--- src/rtl/serial_frame_pkg.sv ---
// rtl/serial_frame_pkg.sv - shared types and constants for the serial frame receiver
package serial_frame_pkg;

  typedef enum logic [1:0] {
    IDLE = 2'd0,
    DATA = 2'd1,
    STOP = 2'd2
  } state_e;

  localparam logic START_BIT = 1'b1;
  localparam logic STOP_BIT  = 1'b0;

  function automatic int cnt_w(input int width);
    return $clog2(width);
  endfunction

endpackage

--- src/rtl/serial_frame_receiver_out_reg.sv ---
// rtl/serial_frame_receiver_out_reg.sv - one-entry valid/ready holding register (module serial_out_reg)
module serial_out_reg #(
  parameter int WIDTH = 8
) (
  input  logic             CLK,
  input  logic             ASYNCRESETN,
  input  logic             push,
  input  logic [WIDTH-1:0] push_data,
  input  logic             O_ready,
  output logic [WIDTH-1:0] O_data,
  output logic             O_valid,
  output logic             accepted
);

  logic [WIDTH-1:0] data_q;
  logic             valid_q;
  logic             load;

  // Room exists when empty or when the held word leaves on this same edge.
  assign accepted = !valid_q || O_ready;
  assign load     = push && accepted;

  // Load a new word, otherwise drop valid once the consumer takes the word.
  always_ff @(posedge CLK or negedge ASYNCRESETN) begin
    if (!ASYNCRESETN) begin
      data_q  <= '0;
      valid_q <= 1'b0;
    end else if (load) begin
      data_q  <= push_data;
      valid_q <= 1'b1;
    end else if (valid_q && O_ready) begin
      valid_q <= 1'b0;
    end
  end

  assign O_data  = data_q;
  assign O_valid = valid_q;

endmodule

--- src/rtl/serial_frame_receiver.sv ---
// rtl/serial_frame_receiver.sv - serial frame receiver top; MAGMA_INLINE_ASSERT_EN enables inline SVA
module serial_frame_receiver
  import serial_frame_pkg::*;
#(
  parameter int WIDTH = 8
) (
  input  logic             CLK,
  input  logic             ASYNCRESETN,
  input  logic             I,
  output logic [WIDTH-1:0] O_data,
  output logic             O_valid,
  input  logic             O_ready,
  output logic             frame_err,
  output logic             overrun,
  output logic             busy
);

  localparam int CW = cnt_w(WIDTH);

  state_e           state_q, state_d;
  logic [CW-1:0]    cnt_q, cnt_d;
  logic [WIDTH-1:0] shift_q, shift_d;
  logic             frame_err_q, frame_err_d;
  logic             overrun_q, overrun_d;
  logic             push;
  logic             accepted;

  // Frame FSM: start detect, LSB-first data shift, stop-bit check.
  always_comb begin
    state_d     = state_q;
    cnt_d       = cnt_q;
    shift_d     = shift_q;
    frame_err_d = 1'b0;
    overrun_d   = 1'b0;
    push        = 1'b0;
    case (state_q)
      IDLE: begin
        if (I == START_BIT) begin
          state_d = DATA;
          cnt_d   = '0;
        end
      end
      DATA: begin
        shift_d[cnt_q] = I;
        if (cnt_q == CW'(WIDTH - 1)) begin
          state_d = STOP;
          cnt_d   = '0;
        end else begin
          cnt_d = cnt_q + 1'b1;
        end
      end
      STOP: begin
        state_d = IDLE;
        if (I == STOP_BIT) begin
          push      = 1'b1;
          overrun_d = !accepted;
        end else begin
          frame_err_d = 1'b1;
        end
      end
      default: state_d = IDLE;
    endcase
  end

  // State, counter, shift register and registered error pulses.
  always_ff @(posedge CLK or negedge ASYNCRESETN) begin
    if (!ASYNCRESETN) begin
      state_q     <= IDLE;
      cnt_q       <= '0;
      shift_q     <= '0;
      frame_err_q <= 1'b0;
      overrun_q   <= 1'b0;
    end else begin
      state_q     <= state_d;
      cnt_q       <= cnt_d;
      shift_q     <= shift_d;
      frame_err_q <= frame_err_d;
      overrun_q   <= overrun_d;
    end
  end

  serial_out_reg #(
    .WIDTH(WIDTH)
  ) u_out_reg (
    .CLK        (CLK),
    .ASYNCRESETN(ASYNCRESETN),
    .push       (push),
    .push_data  (shift_d),
    .O_ready    (O_ready),
    .O_data     (O_data),
    .O_valid    (O_valid),
    .accepted   (accepted)
  );

  assign frame_err = frame_err_q;
  assign overrun   = overrun_q;
  assign busy      = (state_q == DATA) || (state_q == STOP);

`ifdef MAGMA_INLINE_ASSERT_EN
  a_hold_stable: assert property (@(posedge CLK) disable iff (!ASYNCRESETN)
    O_valid && !O_ready |=> O_valid && $stable(O_data));
  a_overrun_full: assert property (@(posedge CLK) disable iff (!ASYNCRESETN)
    overrun |-> $past(O_valid));
  a_pulse_excl: assert property (@(posedge CLK) disable iff (!ASYNCRESETN)
    !(frame_err && overrun));
  a_stop_to_idle: assert property (@(posedge CLK) disable iff (!ASYNCRESETN)
    state_q == STOP |=> state_q == IDLE);
`else
`endif

endmodule

--- config.mk ---
export PLATFORM = sky130hd
export DESIGN_NAME = serial_frame_receiver
export DESIGN_NICKNAME = d
export VERILOG_FILES = /design/src/rtl/serial_frame_pkg.sv /design/src/rtl/serial_frame_receiver_out_reg.sv /design/src/rtl/serial_frame_receiver.sv
export SDC_FILE = /design/constraint.sdc
export NUM_CORES = 1
export LEC_CHECK = 0
export CAP_MARGIN = 20
export CORE_AREA = 2 2 57 59
export DETAILED_ROUTE_END_ITERATION = 8
export DIE_AREA = 0 0 59 61
export GPL_ROUTABILITY_DRIVEN = 0
export MAX_ROUTING_LAYER = met4
export PLACE_DENSITY = 0.68
export SLEW_MARGIN = 20
export SYNTH_ARGS = -nofsm -noshare
export SYNTH_HDL_FRONTEND = slang
export SYNTH_HIERARCHICAL = 1
export SYNTH_SLANG_ARGS = --single-unit
--- constraint.sdc ---
create_clock -name CLK -period 2.89 [get_ports CLK]
set_clock_uncertainty 0.1 [all_clocks]
set_input_delay 0.578 -clock CLK [delete_from_list [all_inputs] [get_ports CLK]]
set_output_delay 0.578 -clock CLK [all_outputs]
set_load 0.05 [all_outputs]
==> results.cfg <==
[timing]
hold_violations = 0
fmax_ghz = 0.394
rsz0062_at_grt = false
finalCritPeriodShare = 0.879
setup_tns_ns = 0
slew_headroom = 0.660
timing.hold.ws_ns = 0.412
drv_slew = 0
setup_violations = 0
period_needed_ns = 2.54
tightest_slew_ns = 0.508

[synth]
synth_area_um2 = 1140
synth_cell_types = 26
synth.avg_cell_area_um2 = 14.1
syn-num-nets = 91
seq_area_frac_synth = 0.525
ys_ff_latch = 24
ys_warn_count = 6
syn_inst = 81

[clock_network]
cts_buffers = 3
cts-root-buf = clkbuf_4
clockBufferDepth = 2
cts_num_sinks = 24
clk_latency_ns = 0.32
cts_resized = 0
clk_pin_slew_ns = 0.13
tritoncts = yes
h-tree-depth = 1
postCtsSetupBuffers = 0
ctsHoldBuffers = 0

[floorplan]
initial_utilization = 0.388
core_area_um2 = 2950
die_w_um = 59
die_area_um2 = 3600
rows = 20
io_pins = 16
chipHeight_um = 61

[worst_setup_path]
r2r-end = u_out_reg/O_data[4]
crit_fanout = 3
r2r_cells = 6
reg2reg_slack_ns = 0.88
critPathSlowestCell = clkdlybuf4s50_1
slowest_delay_ns = 0.79
critPathKind = flip-flop to output port
setup.worst_path.start = state_q[0]
regToRegStartpoint = state_q[1]
worstPathArrival_ns = 1.86
cp_data_required_time_ns = 2.21
crit_path_end_kind = output port
path_cells = inv_1 > ha_1 > clkdlybuf4s50_1
critPathCapture = busy
crit_path_start_kind = flip-flop

[routing]
first_pass_iters = 4
drt-total-wl_mm = 1.72
drc = 0
vias = 651
wl_per_cell_um = 13.1
viasPerCell = 4.97
drtIter0Drc = 5
ant_nets = 0

[finish]
seqCellArea_um2 = 601
final_design_area_no_fill_um2 = 1380
utilization = 0.468
areaGrowthSynthToFinish_pct = 20.7
drive_gt1_frac = 0.224
n_antenna_cell = 0
num-fill-cells = 271
multi_input_area_um2 = 522
nNetsFinal = 109

[placement]
place_hpwl_mm = 1.22
placed_area_um2 = 1330
portBuffers = 15

[grt]
grt_pass1_vias = 648
grt_max_degree = 25
grt-ovfl-total = 0
gr-usage-all-layers = 0.114
grt_pass1_wl_mm = 2.86
antenna_found_initial = 0

[flow_run]
drv_cap = 0

[worst_hold_path]
hold_depth = 1
hold_class = flip-flop to flip-flop

[pwr]
peakVddDrop_mv = 0.508
powerDensity_nw_per_um2 = 1220
p_leak_nw = 0.625

[run_status]
status = finished clean
## final cells by class
type                            instances  area share
Sequential cell                        24       0.435
Multi-Input combinational cell         52       0.378
Timing Repair Buffer                   16       0.114
Tap cell                               33      0.0299
Clock inverter                          1      0.0217
Clock buffer                            3      0.0163
Inverter                                2     0.00543
## worst min path at each step
stage / startpoint / slack [ns] / endpoint
3_5_place_dp: shift_q[3] / 0.38 / shift_q[3]
3_3_place_gp: shift_q[6] / 0.38 / shift_q[6]
2_1_floorplan: ASYNCRESETN / 0.18 / cnt_q[0]
6_report: shift_q[3] / 0.41 / shift_q[3]
4_1_cts: shift_q[3] / 0.42 / shift_q[3]
5_1_grt: shift_q[7] / 0.44 / shift_q[7]
## per-layer routing
layer | share of wire | wire (um) | GRT usage | vias up
met1 | 0.50 | 852 | 0.153 | 323
li1 | - | - | - | 314
met2 | 0.45 | 773 | 0.152 | 9
met4 | 0.028 | 48 | 0.0779 | 0
met5 | 0 | 0 | - | -
met3 | 0.023 | 40 | 0.0256 | 5
## state kept, by name, indices dropped and copies added (netlist names)
register,flops
shift_q,8
u_out_reg/O_data,8
frame_err,1
cnt_q,3
state_q,2
u_out_reg/O_valid,1
overrun,1
## placed cells by master (no fill, tap or decap), types with 2 or more instances in the layout
| cell type | netlist | layout |
|---|---|---|
| a32o_1 | 2 | 2 |
| clkbuf_4 | 0 | 3 |
| clkdlybuf4s50_1 | 0 | 15 |
| dfrtp_1 | 24 | 24 |
| ha_1 | 6 | 6 |
| inv_1 | 2 | 2 |
| mux2_1 | 7 | 7 |
| mux2_4 | 9 | 9 |
| nand2_1 | 3 | 3 |
| nand2b_1 | 3 | 3 |
| nand4b_1 | 2 | 2 |
| nor2_1 | 3 | 3 |
| nor2b_1 | 3 | 3 |
| nor3b_2 | 2 | 2 |
## cells by family (layout without fill, tap and decap cells)
logic type,count (synthesis),count (layout),synth area share
AO/OA/AOI/OAI,4,4,0.0262
adder cells (fa/ha/maj),6,6,0.0656
buffers and inverters,5,22,0.0197
flip-flops,24,24,0.525
multiplexers,18,18,0.205
AND/OR/NAND/NOR,24,24,0.158
## synthesized netlist by cell type
cell	number	share of area
dfrtp_1	24	0.52
nand2b_1	3	0.016
nand2b_2	1	0.0077
nor3b_2	2	0.022
nand4_1	1	0.0055
and2_1	1	0.0055
nand4b_1	2	0.015
mux2i_1	1	0.0087
o21ai_1	1	0.0044
nand2_8	1	0.017
nand3_1	1	0.0044
nor2_1	3	0.0098
a32o_1	2	0.017
mux2_1	7	0.069
inv_1	2	0.0066
nand2b_4	1	0.012
a21oi_1	1	0.0044
and2b_2	1	0.0077
nand2_1	3	0.0098
ha_1	6	0.066
mux2_2	1	0.0098
nor2b_1	3	0.016
buf_2	2	0.0087
clkbuf_2	1	0.0044
nor3_2	1	0.0087
mux2_4	9	0.12
## worst max-delay path, delay by kind of cell (launching register included)
kind	cells	cell delay [ns]
DFF	1	0.40
buffers and inverters	2	0.87
adders and majority gates	1	0.28
## per-stage QoR
step	setup WS [ns]	std cells	total power [mW]
6_report	0.350	131	1.69
5_1_grt	0.261	131	1.80
4_1_cts	0.319	131	1.72
3_5_place_dp	0.557	127	1.46
3_3_place_gp	0.603	127	1.45
2_1_floorplan	1.04	81	1.23
## where the power goes
group	switching, mW	leakage, nW	internal (mW)
clock network	0.102	0.0279	0.140
logic	0.496	0.303	0.372
registers	0.101	0.294	0.481
total	0.698	0.625	0.993
Note: power is estimated with default switching activity, not from simulation.
